$ cat src/rtl/coin_acceptor.sv
// coin_acceptor: synchronises and debounces two raw coin-slot sensors and
// turns each physical coin into a single-cycle coin code for the vending
// controller, with reject, jam and inter-coin gap handling.
//
// Optional feature: define COIN_TOTAL_EN to add clr_total/total, a saturating
// count of accepted value in 0.5-yuan units.
//
// Handshake: there is no back-pressure. coin and reject are one-cycle strobes
// the consumer must take in the cycle they are high. accept_en is a level
// sampled only at the moment a coin qualifies; it decides coin versus reject.
module coin_acceptor #(
  parameter int DEB_CYCLES = 4,
  parameter int GAP_CYCLES = 8
) (
  input  logic        clk,
  input  logic        rst,
  input  logic        sense_05,
  input  logic        sense_10,
  input  logic        accept_en,
`ifdef COIN_TOTAL_EN
  input  logic        clr_total,
  output logic [15:0] total,
`endif
  output logic [1:0]  coin,
  output logic        reject,
  output logic        jam,
  output logic [2:0]  state_dbg
);

  localparam logic [2:0] ST_IDLE     = 3'd0;
  localparam logic [2:0] ST_DEB      = 3'd1;
  localparam logic [2:0] ST_EMIT     = 3'd2;
  localparam logic [2:0] ST_WAIT_REL = 3'd3;
  localparam logic [2:0] ST_GAP      = 3'd4;
  localparam logic [2:0] ST_JAM      = 3'd5;

  // The IDLE sample counts as the first high sample; a coin qualifies on the
  // sample after cnt has reached DEB_CYCLES, which places the pulse in the
  // cycle after edge N0+2+DEB_CYCLES.
  localparam logic [7:0] DEB_N    = 8'(DEB_CYCLES);
  localparam logic [7:0] DEB_LAST = 8'(DEB_CYCLES - 1);
  localparam logic [7:0] GAP_LAST = 8'(GAP_CYCLES - 1);

  logic       sync05_q, sync10_q;
  logic       s05, s10;
  logic [2:0] state, state_d;
  logic [7:0] cnt, cnt_d;
  logic       kind_10, kind_10_d;
  logic [1:0] coin_d;
  logic       reject_d;
  logic       latched_s, other_s;
  logic [1:0] kind_code;

  assign latched_s = kind_10 ? s10 : s05;
  assign other_s   = kind_10 ? s05 : s10;
  assign kind_code = kind_10 ? 2'b10 : 2'b01;
  assign state_dbg = state;

  // Two-flop synchronisers for the asynchronous slot sensors.
  always_ff @(posedge clk) begin
    if (rst) begin
      sync05_q <= 1'b0;
      sync10_q <= 1'b0;
      s05      <= 1'b0;
      s10      <= 1'b0;
    end else begin
      sync05_q <= sense_05;
      sync10_q <= sense_10;
      s05      <= sync05_q;
      s10      <= sync10_q;
    end
  end

  // Next-state, counter and output-pulse decode.
  always_comb begin
    state_d   = state;
    cnt_d     = cnt;
    kind_10_d = kind_10;
    coin_d    = 2'b00;
    reject_d  = 1'b0;
    case (state)
      ST_IDLE: begin
        if (s05 && s10) begin
          state_d = ST_JAM;
          cnt_d   = 8'd0;
        end else if (s05 || s10) begin
          state_d   = ST_DEB;
          kind_10_d = s10;
          cnt_d     = 8'd1;
        end
      end
      ST_DEB: begin
        if (other_s) begin
          state_d = ST_JAM;
          cnt_d   = 8'd0;
        end else if (!latched_s) begin
          // Glitch: sensor dropped before qualifying, no output.
          state_d = ST_IDLE;
          cnt_d   = 8'd0;
        end else if (cnt >= DEB_N) begin
          if (accept_en) begin
            coin_d  = kind_code;
            state_d = ST_EMIT;
          end else begin
            reject_d = 1'b1;
            state_d  = ST_WAIT_REL;
          end
        end else begin
          cnt_d = cnt + 8'd1;
        end
      end
      ST_EMIT: begin
        // coin is high for exactly this one cycle.
        state_d = ST_WAIT_REL;
      end
      ST_WAIT_REL: begin
        // A coin parked in the slot stays here and never re-emits.
        if (!s05 && !s10) begin
          state_d = ST_GAP;
          cnt_d   = 8'd0;
        end
      end
      ST_GAP: begin
        // Sensors are deliberately ignored here, including a jam pattern.
        if (cnt >= GAP_LAST) begin
          state_d = ST_IDLE;
          cnt_d   = 8'd0;
        end else begin
          cnt_d = cnt + 8'd1;
        end
      end
      ST_JAM: begin
        if (s05 || s10) begin
          cnt_d = 8'd0;
        end else if (cnt >= DEB_LAST) begin
          state_d = ST_GAP;
          cnt_d   = 8'd0;
        end else begin
          cnt_d = cnt + 8'd1;
        end
      end
      default: begin
        state_d = ST_IDLE;
        cnt_d   = 8'd0;
      end
    endcase
  end

  // State, counter and registered outputs.
  always_ff @(posedge clk) begin
    if (rst) begin
      state   <= ST_IDLE;
      cnt     <= 8'd0;
      kind_10 <= 1'b0;
      coin    <= 2'b00;
      reject  <= 1'b0;
      jam     <= 1'b0;
    end else begin
      state   <= state_d;
      cnt     <= cnt_d;
      kind_10 <= kind_10_d;
      coin    <= coin_d;
      reject  <= reject_d;
      jam     <= (state_d == ST_JAM);
    end
  end

`ifdef COIN_TOTAL_EN
  // The coin code's numeric value is its worth in 0.5-yuan units.
  logic [16:0] total_sum;
  assign total_sum = {1'b0, total} + {15'd0, coin};

  // Saturating accepted-value total; clear wins over a same-cycle increment.
  always_ff @(posedge clk) begin
    if (rst) begin
      total <= 16'd0;
    end else if (clr_total) begin
      total <= 16'd0;
    end else if (coin != 2'b00) begin
      total <= total_sum[16] ? 16'hFFFF : total_sum[15:0];
    end
  end
`endif

endmodule

$ cat config.mk
export PLATFORM = sky130hd
export DESIGN_NAME = coin_acceptor
export DESIGN_NICKNAME = d
export VERILOG_FILES = /design/src/rtl/coin_acceptor.sv
export SDC_FILE = /design/constraint.sdc
export NUM_CORES = 1
export LEC_CHECK = 0
export CAP_MARGIN = 20
export CORE_MARGIN = 10
export CORE_UTILIZATION = 55
export CTS_BUF_LIST = sky130_fd_sc_hd__clkbuf_8 sky130_fd_sc_hd__clkbuf_16
export DETAILED_ROUTE_END_ITERATION = 12
export PLACE_DENSITY = 0.85
export SYNTH_ARGS = -nofsm -noshare
export SYNTH_HDL_FRONTEND = slang
export SYNTH_SLANG_ARGS = --single-unit
export TNS_END_PERCENT = 10
$ cat constraint.sdc
create_clock -name clk -period 4.9 [get_ports clk]
set_input_delay 0.98 -clock clk [delete_from_list [all_inputs] [get_ports clk]]
set_output_delay 0.98 -clock clk [all_outputs]
set_load 0.05 [all_outputs]
==> results.toml <==
[routing]
vias = 914
drtPass1Iterations = 4
ant_nets = 0
wl_met2_um = 1026
wirelength_um = 2310
dr_wl_met3_um = 166
drcViolationCount = 0
vias_per_cell = 5.935
top_layer_used = "met4"
first_iter_violations = 51
wl_met1_um = 1081
wl_per_cell_um = 15.00

[critical_path]
cpLargestDelayFamily = "buffers and inverters"
path_class = "flop to output port"
path_cells = "clkdlybuf4s50_1"
slowest_stage = "clkdlybuf4s50_1"
worstSetupEndpointType = "output port"
critPathRequiredTime_ns = 3.92
max_stage_delay_ns = 0.91
critPathArrivalTime_ns = 1.83
start_kind = "flop"
cp_num_buf_inv = 1
path_max_fanout = 15

[power]
swShare_pct = 25.17
ir_drop_v = 0.0002062
p_per_area_mw_per_mm2 = 257.8
total_power_mw = 0.3171
p_sw_mw = 0.07979
p_clk_share_pct = 33.7
p_seq_share_pct = 54.2
intPower_mw = 0.2373
p_comb_share_pct = 12.1
leakage_nw = 0.4176

[clock_tree]
cts_hold_buf = 0
clk_pin_slew_ns = 0.07
cts_setup_buffers = 0
clkLatencyLatePin_ns = 0.26
numCtsBuffers = 3
clock_sinks = 20
htreeDepth = 1
clk_path_buf_depth = 2
cts_tree = "yes"
cts_root_buf = "clkbuf_8"
cts_resized = 0

[run_status]
status = "completed"

[timing]
rsz0062_at_grt = "false"
worst_slack_ns = 2.090
final.min_clock_period_ns = 2.810
fmax_mhz = 355.9
finalCritPeriodShare_pct = 57.34
final.setup.tns_ns = 0
clock-skew-final_ns = 0.001006
drv_slew = 0
tightest_slew_ns = 0.5779
setup_viol_count_final = 0
hold_viol_final = 0
maxSlewHeadroom_pct = 61.35

[synthesis]
muxShareOfSynthArea_pct = 1.986
syn_area_mm2 = 0.001071
synth_xor_area_share_pct = 1.636
synth.avg_cell_area_um2 = 8.851
synthSimpleGateAreaFrac_pct = 26.99
yosys.area_share.adder_pct = 5.841
yosys_register_bits = 20
synth_warnings = 0
synth_cell_types = 46
yosys-top-cells-area = "dfxtp_1 37%, a21oi_1 6.5%, ha_1 5.8%"
synth_top_family_by_area = "simple AND/OR/NAND/NOR gates"
synth_top_area_share_pct = 37.38
yosys.area.top_type = "dfxtp_1"
synthCells = 121
synth_nets = 131
yosysSeqAreaShare_pct = 37.38
synth_compound_area_share_pct = 22.20

[place]
numPortBuffers = 11
routabilityCongestion = 0.8321
place.detailed.hpwl_um = 1626
preCtsSetupSlack_ns = 2.391

[floorplan]
core_mm2 = 0.001783
start_util_pct = 60.07
die_w_um = 64.13
std_cell_rows = 15
dieArea_mm2 = 0.004113
die-height_um = 64.13
io_pins = 12

[grt]
grt_remaining_overflow = 0
gr-usage-all-layers_pct = 11.90
antenna_found_initial = 0
grt_pass1_vias = 904
grt_max_degree = 17
grt_pass1_wl_um = 4071

[layout]
drive_gt1_share_pct = 8.527
fin_nets = 141
antennaDiodeCount = 0
synthToLayoutAreaGrowth_pct = 14.84

[run]
drv_cap = 0

[min_path]
hp-class = "flop to flop"
## final cells by class
cell class	count	area (um2)
multi-input cells	90	628.1
inverters	5	18.77
well taps	25	31.28
repair buffers	11	110.1
flip-flops and latches	20	400.4
fillers	150	553.0
clock buffers	3	41.29
## registers in the layout (all words and copies together) (netlist names)
name / flops
reject: 1
state_dbg: 3
s05: 1
sync10_q: 1
coin: 2
s10: 1
jam: 1
sync05_q: 1
cnt: 8
kind_10: 1
## synthesized netlist by cell type (all sizes together)
library cell and count:
or4 1, nor3b 2, nor2b 5, nand2 8, nor4b 1, mux2i 1
a2111o 1, nand3 4, or3 1, a21oi 14, nand4 3, a2111oi 1
a211oi 2, dfxtp 20, nor2 9, o32ai 1, inv 5, o21ai 2
a211o 2, or3b 1, nand2b 2, a21boi 1, nor4bb 1, mux2 1
nand3b 3, buf 2, nand4b 2, o31ai 3, o21bai 2, a41oi 1
xnor2 1, ha 5, nor3 3, nor4 1, a21o 2, clkbuf 4
xor2 1, a31oi 1, o22a 1
## path summary, 6_finish.rpt
kind              cells past startpoint           end         start  slack [ns]
setup reg to reg                      5        cnt[6]  state_dbg[1]        2.92
hold / removal                        1           s10      sync10_q        0.44
setup / recovery                      1  state_dbg[2]  state_dbg[2]        2.09
hold reg to reg                       1           s10      sync10_q        0.44
## logic make-up (layout without fill, tap and decap cells)
kind of cell / Yosys count / in the layout
AO/OA/AOI/OAI: 34 / 34
XOR/XNOR: 2 / 2
adder cells (fa/ha/maj): 5 / 5
buffers and inverters: 11 / 19
flip-flops: 20 / 20
multiplexers: 2 / 2
AND/OR/NAND/NOR: 47 / 47
## layer usage
| metal | global-route usage [%] | vias up |
|---|---|---|
| met3 | 3.833 | 6 |
| met5 | 0 | - |
| li1 | - | 457 |
| met2 | 18.28 | 39 |
| met4 | 5.348 | 0 |
| met1 | 14.81 | 412 |
## power by group through the flow
| stage | combinational, mW | clock (mW) | sequential, mW |
|---|---|---|---|
| 4_1_cts | 0.0381 | 0.109 | 0.171 |
| 5_1_grt | 0.0429 | 0.115 | 0.172 |
| 6_report | 0.0384 | 0.107 | 0.172 |
| 3_3_place_gp | 0.0372 | 0 | 0.175 |
| 3_5_place_dp | 0.0376 | 0 | 0.175 |
| 2_1_floorplan | 0.0262 | 0 | 0.176 |
## cell usage in the layout, fill, tap and decap left out, types with 3 or more instances in the layout
master	n
nor2_1	9
clkbuf_8	3
nand2_1	8
ha_1	5
a21oi_1	14
nor2b_1	5
nand4_1	3
inv_1	5
nand3_1	4
dfxtp_1	20
clkdlybuf4s50_1	11
## metrics by stage
stage	util [%]	cell area (um2)	std cells	hold slack, ns
after floorplan	-	1071	121	0.4138
after global placement	66.67	1189	151	0.4211
after detailed placement	66.67	1189	151	0.4256
after CTS	68.98	1230	154	0.4422
after global routing	68.98	1230	154	0.4643
final	68.98	1230	154	0.4405
No activity file was read; power rests on OpenSTA's default activity.
